## src/rtl/rv_pkg.sv

```systemverilog
// Shared RV32I front-end definitions: fetch queue geometry, NOP encoding and
// the {pc, instr} entry type carried from fetch to decode.
package rv_pkg;

    localparam logic [31:0] NOP_INSTR        = 32'h0000_0013;
    localparam int          FETCH_Q_DEPTH    = 2;
    localparam logic [31:0] RESET_PC_DEFAULT = 32'h0000_0000;

    typedef struct packed {
        logic [31:0] pc;
        logic [31:0] instr;
    } fetch_entry_t;

    // Instruction addresses are word aligned; the low two bits carry no meaning.
    function automatic logic [31:0] word_align(input logic [31:0] addr);
        return addr & 32'hFFFF_FFFC;
    endfunction

endpackage

```

## src/rtl/fetch_queue.sv

```systemverilog
// Two-entry {pc, instr} FIFO between the instruction memory response and
// decode. Push and pop may coincide at any occupancy; flush empties it.
module fetch_queue
    import rv_pkg::*;
(
    input  logic         clk,
    input  logic         rst_n,
    input  logic         push,
    input  fetch_entry_t push_entry,
    input  logic         pop,
    input  logic         flush,
    output fetch_entry_t head,
    output logic         valid,
    output logic [1:0]   count
);

    localparam logic [1:0] FULL = 2'(FETCH_Q_DEPTH);

    fetch_entry_t mem [FETCH_Q_DEPTH];
    logic         rd_ptr;
    logic         wr_ptr;
    logic         do_push;
    logic         do_pop;

    always_comb begin
        do_pop  = pop && (count != 2'd0);
        do_push = push && ((count != FULL) || do_pop);
    end

    // NOTE: pointers and occupancy are control state and get the async reset;
    // the storage array is data qualified by count, so it is left unreset.
    always_ff @(posedge clk or negedge rst_n) begin
        if (!rst_n) begin
            rd_ptr <= 1'b0;
            wr_ptr <= 1'b0;
            count  <= 2'd0;
        end else if (flush) begin
            rd_ptr <= 1'b0;
            wr_ptr <= 1'b0;
            count  <= 2'd0;
        end else begin
            if (do_push) wr_ptr <= ~wr_ptr;
            if (do_pop)  rd_ptr <= ~rd_ptr;
            count <= count + {1'b0, do_push} - {1'b0, do_pop};
        end
    end

    always_ff @(posedge clk) begin
        if (do_push && !flush) mem[wr_ptr] <= push_entry;
    end

    assign head  = mem[rd_ptr];
    assign valid = (count != 2'd0);

endmodule

```

## src/rtl/fetch_stage.sv

```systemverilog
// RV32I instruction fetch: PC, credit-based request issue against a fixed
// 1-cycle instruction memory, in-flight tracking and branch/jump redirect.
module fetch_stage
    import rv_pkg::*;
#(
    parameter logic [31:0] RESET_PC = RESET_PC_DEFAULT
) (
    input  logic        clk,
    input  logic        rst_n,
    output logic        imem_req,
    output logic [31:0] imem_addr,
    input  logic        imem_rvalid,
    input  logic [31:0] imem_rdata,
    output logic        if_valid,
    output logic [31:0] if_instr,
    output logic [31:0] if_pc,
    input  logic        id_ready,
    input  logic        redirect_valid,
    input  logic [31:0] redirect_pc
);

    logic [31:0]  pc;
    logic [31:0]  inflight_pc;
    logic         inflight;
    logic         drop;

    logic [1:0]   count;
    logic         q_valid;
    fetch_entry_t head;
    fetch_entry_t push_entry;

    logic         pop;
    logic         push;
    logic         resp;
    logic         issue;
    logic [2:0]   credit_used;

    // A slot is reserved for every queued word and every outstanding request,
    // so a response can always be accepted without back-pressure.
    always_comb begin
        pop         = q_valid && id_ready;
        credit_used = {1'b0, count} + {2'b0, inflight} - {2'b0, pop};
        issue       = rst_n && !redirect_valid && (credit_used < 3'd2);
        resp        = imem_rvalid && inflight;
        push        = resp && !drop && !redirect_valid;
        push_entry  = '{pc: inflight_pc, instr: imem_rdata};
    end

    always_ff @(posedge clk or negedge rst_n) begin
        if (!rst_n) begin
            pc          <= RESET_PC;
            inflight    <= 1'b0;
            inflight_pc <= RESET_PC;
            drop        <= 1'b0;
        end else if (redirect_valid) begin
            pc       <= word_align(redirect_pc);
            // A word arriving now is discarded by the flush; only a response
            // still to come must be marked stale.
            inflight <= inflight && !imem_rvalid;
            drop     <= inflight && !imem_rvalid;
        end else begin
            if (issue) begin
                pc          <= pc + 32'd4;
                inflight    <= 1'b1;
                inflight_pc <= pc;
            end else if (resp) begin
                inflight <= 1'b0;
            end
            if (resp && drop) drop <= 1'b0;
        end
    end

    fetch_queue u_queue (
        .clk        (clk),
        .rst_n      (rst_n),
        .push       (push),
        .push_entry (push_entry),
        .pop        (pop),
        .flush      (redirect_valid),
        .head       (head),
        .valid      (q_valid),
        .count      (count)
    );

    assign imem_req  = issue;
    assign imem_addr = pc;
    assign if_valid  = q_valid;
    assign if_instr  = q_valid ? head.instr : NOP_INSTR;
    assign if_pc     = q_valid ? head.pc : 32'h0000_0000;

endmodule
```

## config.mk

```make
export PLATFORM = sky130hd
export DESIGN_NAME = fetch_stage
export DESIGN_NICKNAME = d
export VERILOG_FILES = /design/src/rtl/rv_pkg.sv /design/src/rtl/fetch_queue.sv /design/src/rtl/fetch_stage.sv
export SDC_FILE = /design/constraint.sdc
export NUM_CORES = 1
export LEC_CHECK = 0
export ABC_AREA = 1
export BUFFER_PORTS_ARGS = -buffer_cell sky130_fd_sc_hd__buf_2
export CAP_MARGIN = 25
export CORE_AREA = 2 2 127 129
export DETAILED_ROUTE_END_ITERATION = 12
export DIE_AREA = 0 0 129 131
export PLACE_DENSITY = 0.79
export SLEW_MARGIN = 20
export SYNTH_ARGS = -nofsm -noshare
export SYNTH_HDL_FRONTEND = slang
export SYNTH_SLANG_ARGS = --single-unit
```

## constraint.sdc

```tcl
create_clock -name clk -period 5.1 [get_ports clk]
set_input_delay 0.51 -clock clk [delete_from_list [all_inputs] [get_ports clk]]
set_output_delay 0.51 -clock clk [all_outputs]
set_load 0.02 [all_outputs]
```

==> results.py <==
metrics = {
    "floorplanning": {
        "fp.dieH_um": 131,
        "initial_utilization_pct": 54.1,
        "core-area_um2": 15600,
        "ios": 167,
        "dieWidth_um": 129,
        "number_of_rows_created_at_floorplan": 46,
        "floorplan.die_area_um2": 16900,
    },
    "cells_and_area": {
        "layout-drive-gt1-share_pct": 20.7,
        "layout.filler_cells": 1257,
        "multi_input_comb_area_um2": 2560,
        "finish.cell_count_without_fillers": 1275,
        "areaGrowthSynthToFinish_pct": 19.1,
        "nNetsFinal": 1121,
        "diode_count": 0,
        "seqCellArea_um2": 5380,
    },
    "sta": {
        "post-route-min-period_ns": 3.92,
        "fin_ws_ns": 1.18,
        "worst_slew_pin_slew_ns": 0.842,
        "drv_slew": 0,
        "timing.slew.headroom_pct": 43.9,
        "grt_setup_unrepaired": "no",
        "post-route-period-util_pct": 76.8,
        "timing.final.setup_violations": 0,
        "setup_tns_ns": 0,
        "max_clock_freq_mhz": 255,
        "final-hold-violation-count": 0,
        "fin_skew_ns": 0.0106,
        "timing.hold.ws_ns": 0.277,
    },
    "setup_path": {
        "critical_path_fanout_max": 42,
        "critPathKind": "flop to output pin",
        "path_cells": "nor2_4 > inv_2 > nand2_1 > inv_1 > ha_1 > or2_2 > fa_1 > nand2_1 > nor2_4 > nand2_2 > inv_1 > buf_2",
        "timing.rr.start": "u_queue.count[1]",
        "r2r_cells": 14,
        "reg2reg_to": "imem_addr[16]",
        "setup.reg_to_reg.worst_slack_ns": 1.39,
        "critPathCaptureType": "output pin",
        "worst-endpoint-required_ns": 4.59,
        "worst_setup_path_start_kind": "flop",
        "worst_ep_arrival_time_ns": 3.41,
        "cpPeakStageDelay_ns": 0.59,
        "critical-path-slowest-cell": "nand2_2",
    },
    "clock_network": {
        "cts_buffers": 17,
        "clock_tree.htree_level_count": 4,
        "tritoncts_clock_tree": "built",
        "clock_insertion_delay_worst_skew_ns": 0.42,
        "max-clock-path-buffers": 2,
        "post_cts.repair.setup_buffers": 0,
        "clock-root-buffer": "clkbuf_16",
        "clock_sink_count": 190,
        "post_cts_repair_resize_count": 0,
        "cts_hold_buffers": 0,
        "clock_pin_slew_of_the_registers_on_the_worst_case_setup_and_hold_paths_ns": 0.06,
    },
    "logic_synthesis": {
        "netlist_instances": 897,
        "yosysTopAreaCellShare_pct": 44.2,
        "postSynthRegisterBits": 190,
        "ys.warnings.count": 0,
        "postSynthAreaPerCell_um2": 9.40,
        "edff_count_synth": 124,
        "most_used_flip_flop_cell_after_synthesis": "edfxtp_1",
        "distinct_cell_type_count_after_synthesis": 28,
        "most_instantiated_library_cell_after_synthesis": "nand2_1",
        "synth_top_cell_by_area": "edfxtp_1",
        "synth_async_sr_flop_share_pct": 34.7,
        "yosys-top-cells-area": "edfxtp_1 44%, dfrtp_1 20%, nand2_1 13%",
        "yosysSeqAreaShare_pct": 63.7,
        "yosys-top-cells-count": "295 x nand2_1, 124 x edfxtp_1, 95 x nor2_1",
        "netlist_area_um2": 8430,
    },
    "placed_design": {
        "pre_cts_setup_slack_ns": 1.40,
        "portBuffers": 160,
        "routabilityCongestion": 0.914,
        "placedCellCount": 1244,
        "detailed_place_hpwl_um": 12500,
    },
    "global_routing": {
        "grt_start_max_net_pins": 67,
        "initial_antenna_violation_count": 0,
        "grt_first_pass_wirelength_um": 29500,
        "overflow": 0,
        "globalRouteTotalUtil_pct": 22.8,
        "vias_in_the_first_global_route": 6022,
    },
    "drt": {
        "routed-via-count": 6578,
        "drc_errors": 0,
        "initialDrtViolationCount": 503,
        "detail_route.wirelength_um": 18800,
        "post_drt_via_cell_ratio": 5.16,
        "postRouteAntennaNets": 0,
        "post_dr_wirelength_cell_um": 14.7,
        "dr.pass1.iters": 5,
    },
    "power_and_ir_drop": {
        "overall_power_w": 0.00582,
        "p_leak_nw": 4.53,
        "vdd.ir_drop.worst_mv": 0.336,
        "power-per-cell-area_nw_per_um2": 580,
    },
    "worst_hold_path": {
        "worst_hold_startpoint": "imem_rdata[14]",
        "hold-path-endpoint": "u_queue.mem[1][14]",
        "timing.hold.worst_path_depth": 1,
        "worstHoldPathType": "input pin to flop",
    },
    "run_status": {
        "status": "finished, final reports clean",
    },
    "job": {
        "drv_cap": 0,
    },
}
placed cells by master (no fill, tap or decap), types with 3 or more instances in the layout:
cell type and instances:
nand3_1 66, inv_2 4, clkbuf_16 20, edfxtp_1 124
nor2_1 92, bufinv_16 3, inv_1 79, conb_1 4
buf_2 160, nor2_2 9, o211ai_1 6, o21ai_0 27
a21oi_1 62, inv_6 3, buf_4 7, nor2_4 4
ha_1 4, nand2_1 295, dfrtp_1 65, o21ai_1 7
worst max-delay path, delay by kind of cell, from the launching register on:
kind | cells | cell delay [ns]
flip-flops | 1 | 0.47
AND/OR/NAND/NOR | 6 | 1.34
adder cells (fa/ha/maj) | 2 | 0.72
buffers and inverters | 4 | 0.46
where the power goes:
part	total [W]	switching, W	internal [W]
combinational	0.00212	0.00150	0.000623
sequential	0.00229	0.000288	0.00200
clock	0.00141	0.000551	0.000862
total	0.00582	0.00234	0.00348
layout make-up:
class                   instances  share of cell area (%)
clock inverters                10                    1.43
repair buffers                168                    8.70
multi-input cells             587                    25.5
clock buffers                  21                    5.02
flip-flops and latches        190                    53.6
well taps                     216                    2.69
inverters                      83                    3.10
routing by layer:
metal / routed length [µm] / global-route usage, % / vias to the layer above
met4: 403 / 8.18 / 0
met3: 1150 / 4.32 / 26
met5: 0 / 0 / -
met1: 8190 / 29.8 / 3102
met2: 9040 / 38.7 / 223
li1: - / - / 3227
worst max path at each step:
stage	start	end	slack, ns	depth (start not counted)
CTS	u_queue.count[1]	imem_req	1.16	12
global route	u_queue.count[1]	imem_req	0.96	12
detailed placement	u_queue.count[1]	imem_addr[17]	1.40	14
finish	u_queue.count[1]	imem_req	1.18	12
global placement	u_queue.count[1]	imem_addr[17]	1.45	14
floorplan	redirect_valid	u_queue.mem[0][0]	0.97	5
through the flow:
step / area (µm²) / utilization, %
floorplan: 8440 / -
global placement: 9370 / 60.1
detailed placement: 9390 / 60.2
CTS: 10000 / 64.4
global route: 10000 / 64.4
finish: 10000 / 64.4
registers in the layout (all words and copies together), names as in the netlist:
name            cells
u_queue.rd_ptr      1
u_queue.count       2
u_queue.mem       124
imem_addr          30
inflight_pc        30
u_queue.wr_ptr      1
inflight            1
drop                1
kinds of logic after synthesis:
| group | Yosys count | share of synthesized area (%) |
|---|---|---|
| buffers and inverters | 123 | 6.29 |
| flip-flops | 190 | 63.7 |
| AND/OR/NAND/NOR | 474 | 22.7 |
| adder cells (fa/ha/maj) | 5 | 0.831 |
| AO/OA/AOI/OAI | 103 | 6.32 |
| other | 1 | 0.0445 |
| XOR/XNOR | 1 | 0.104 |
Note: power is estimated with default switching activity, not from simulation.
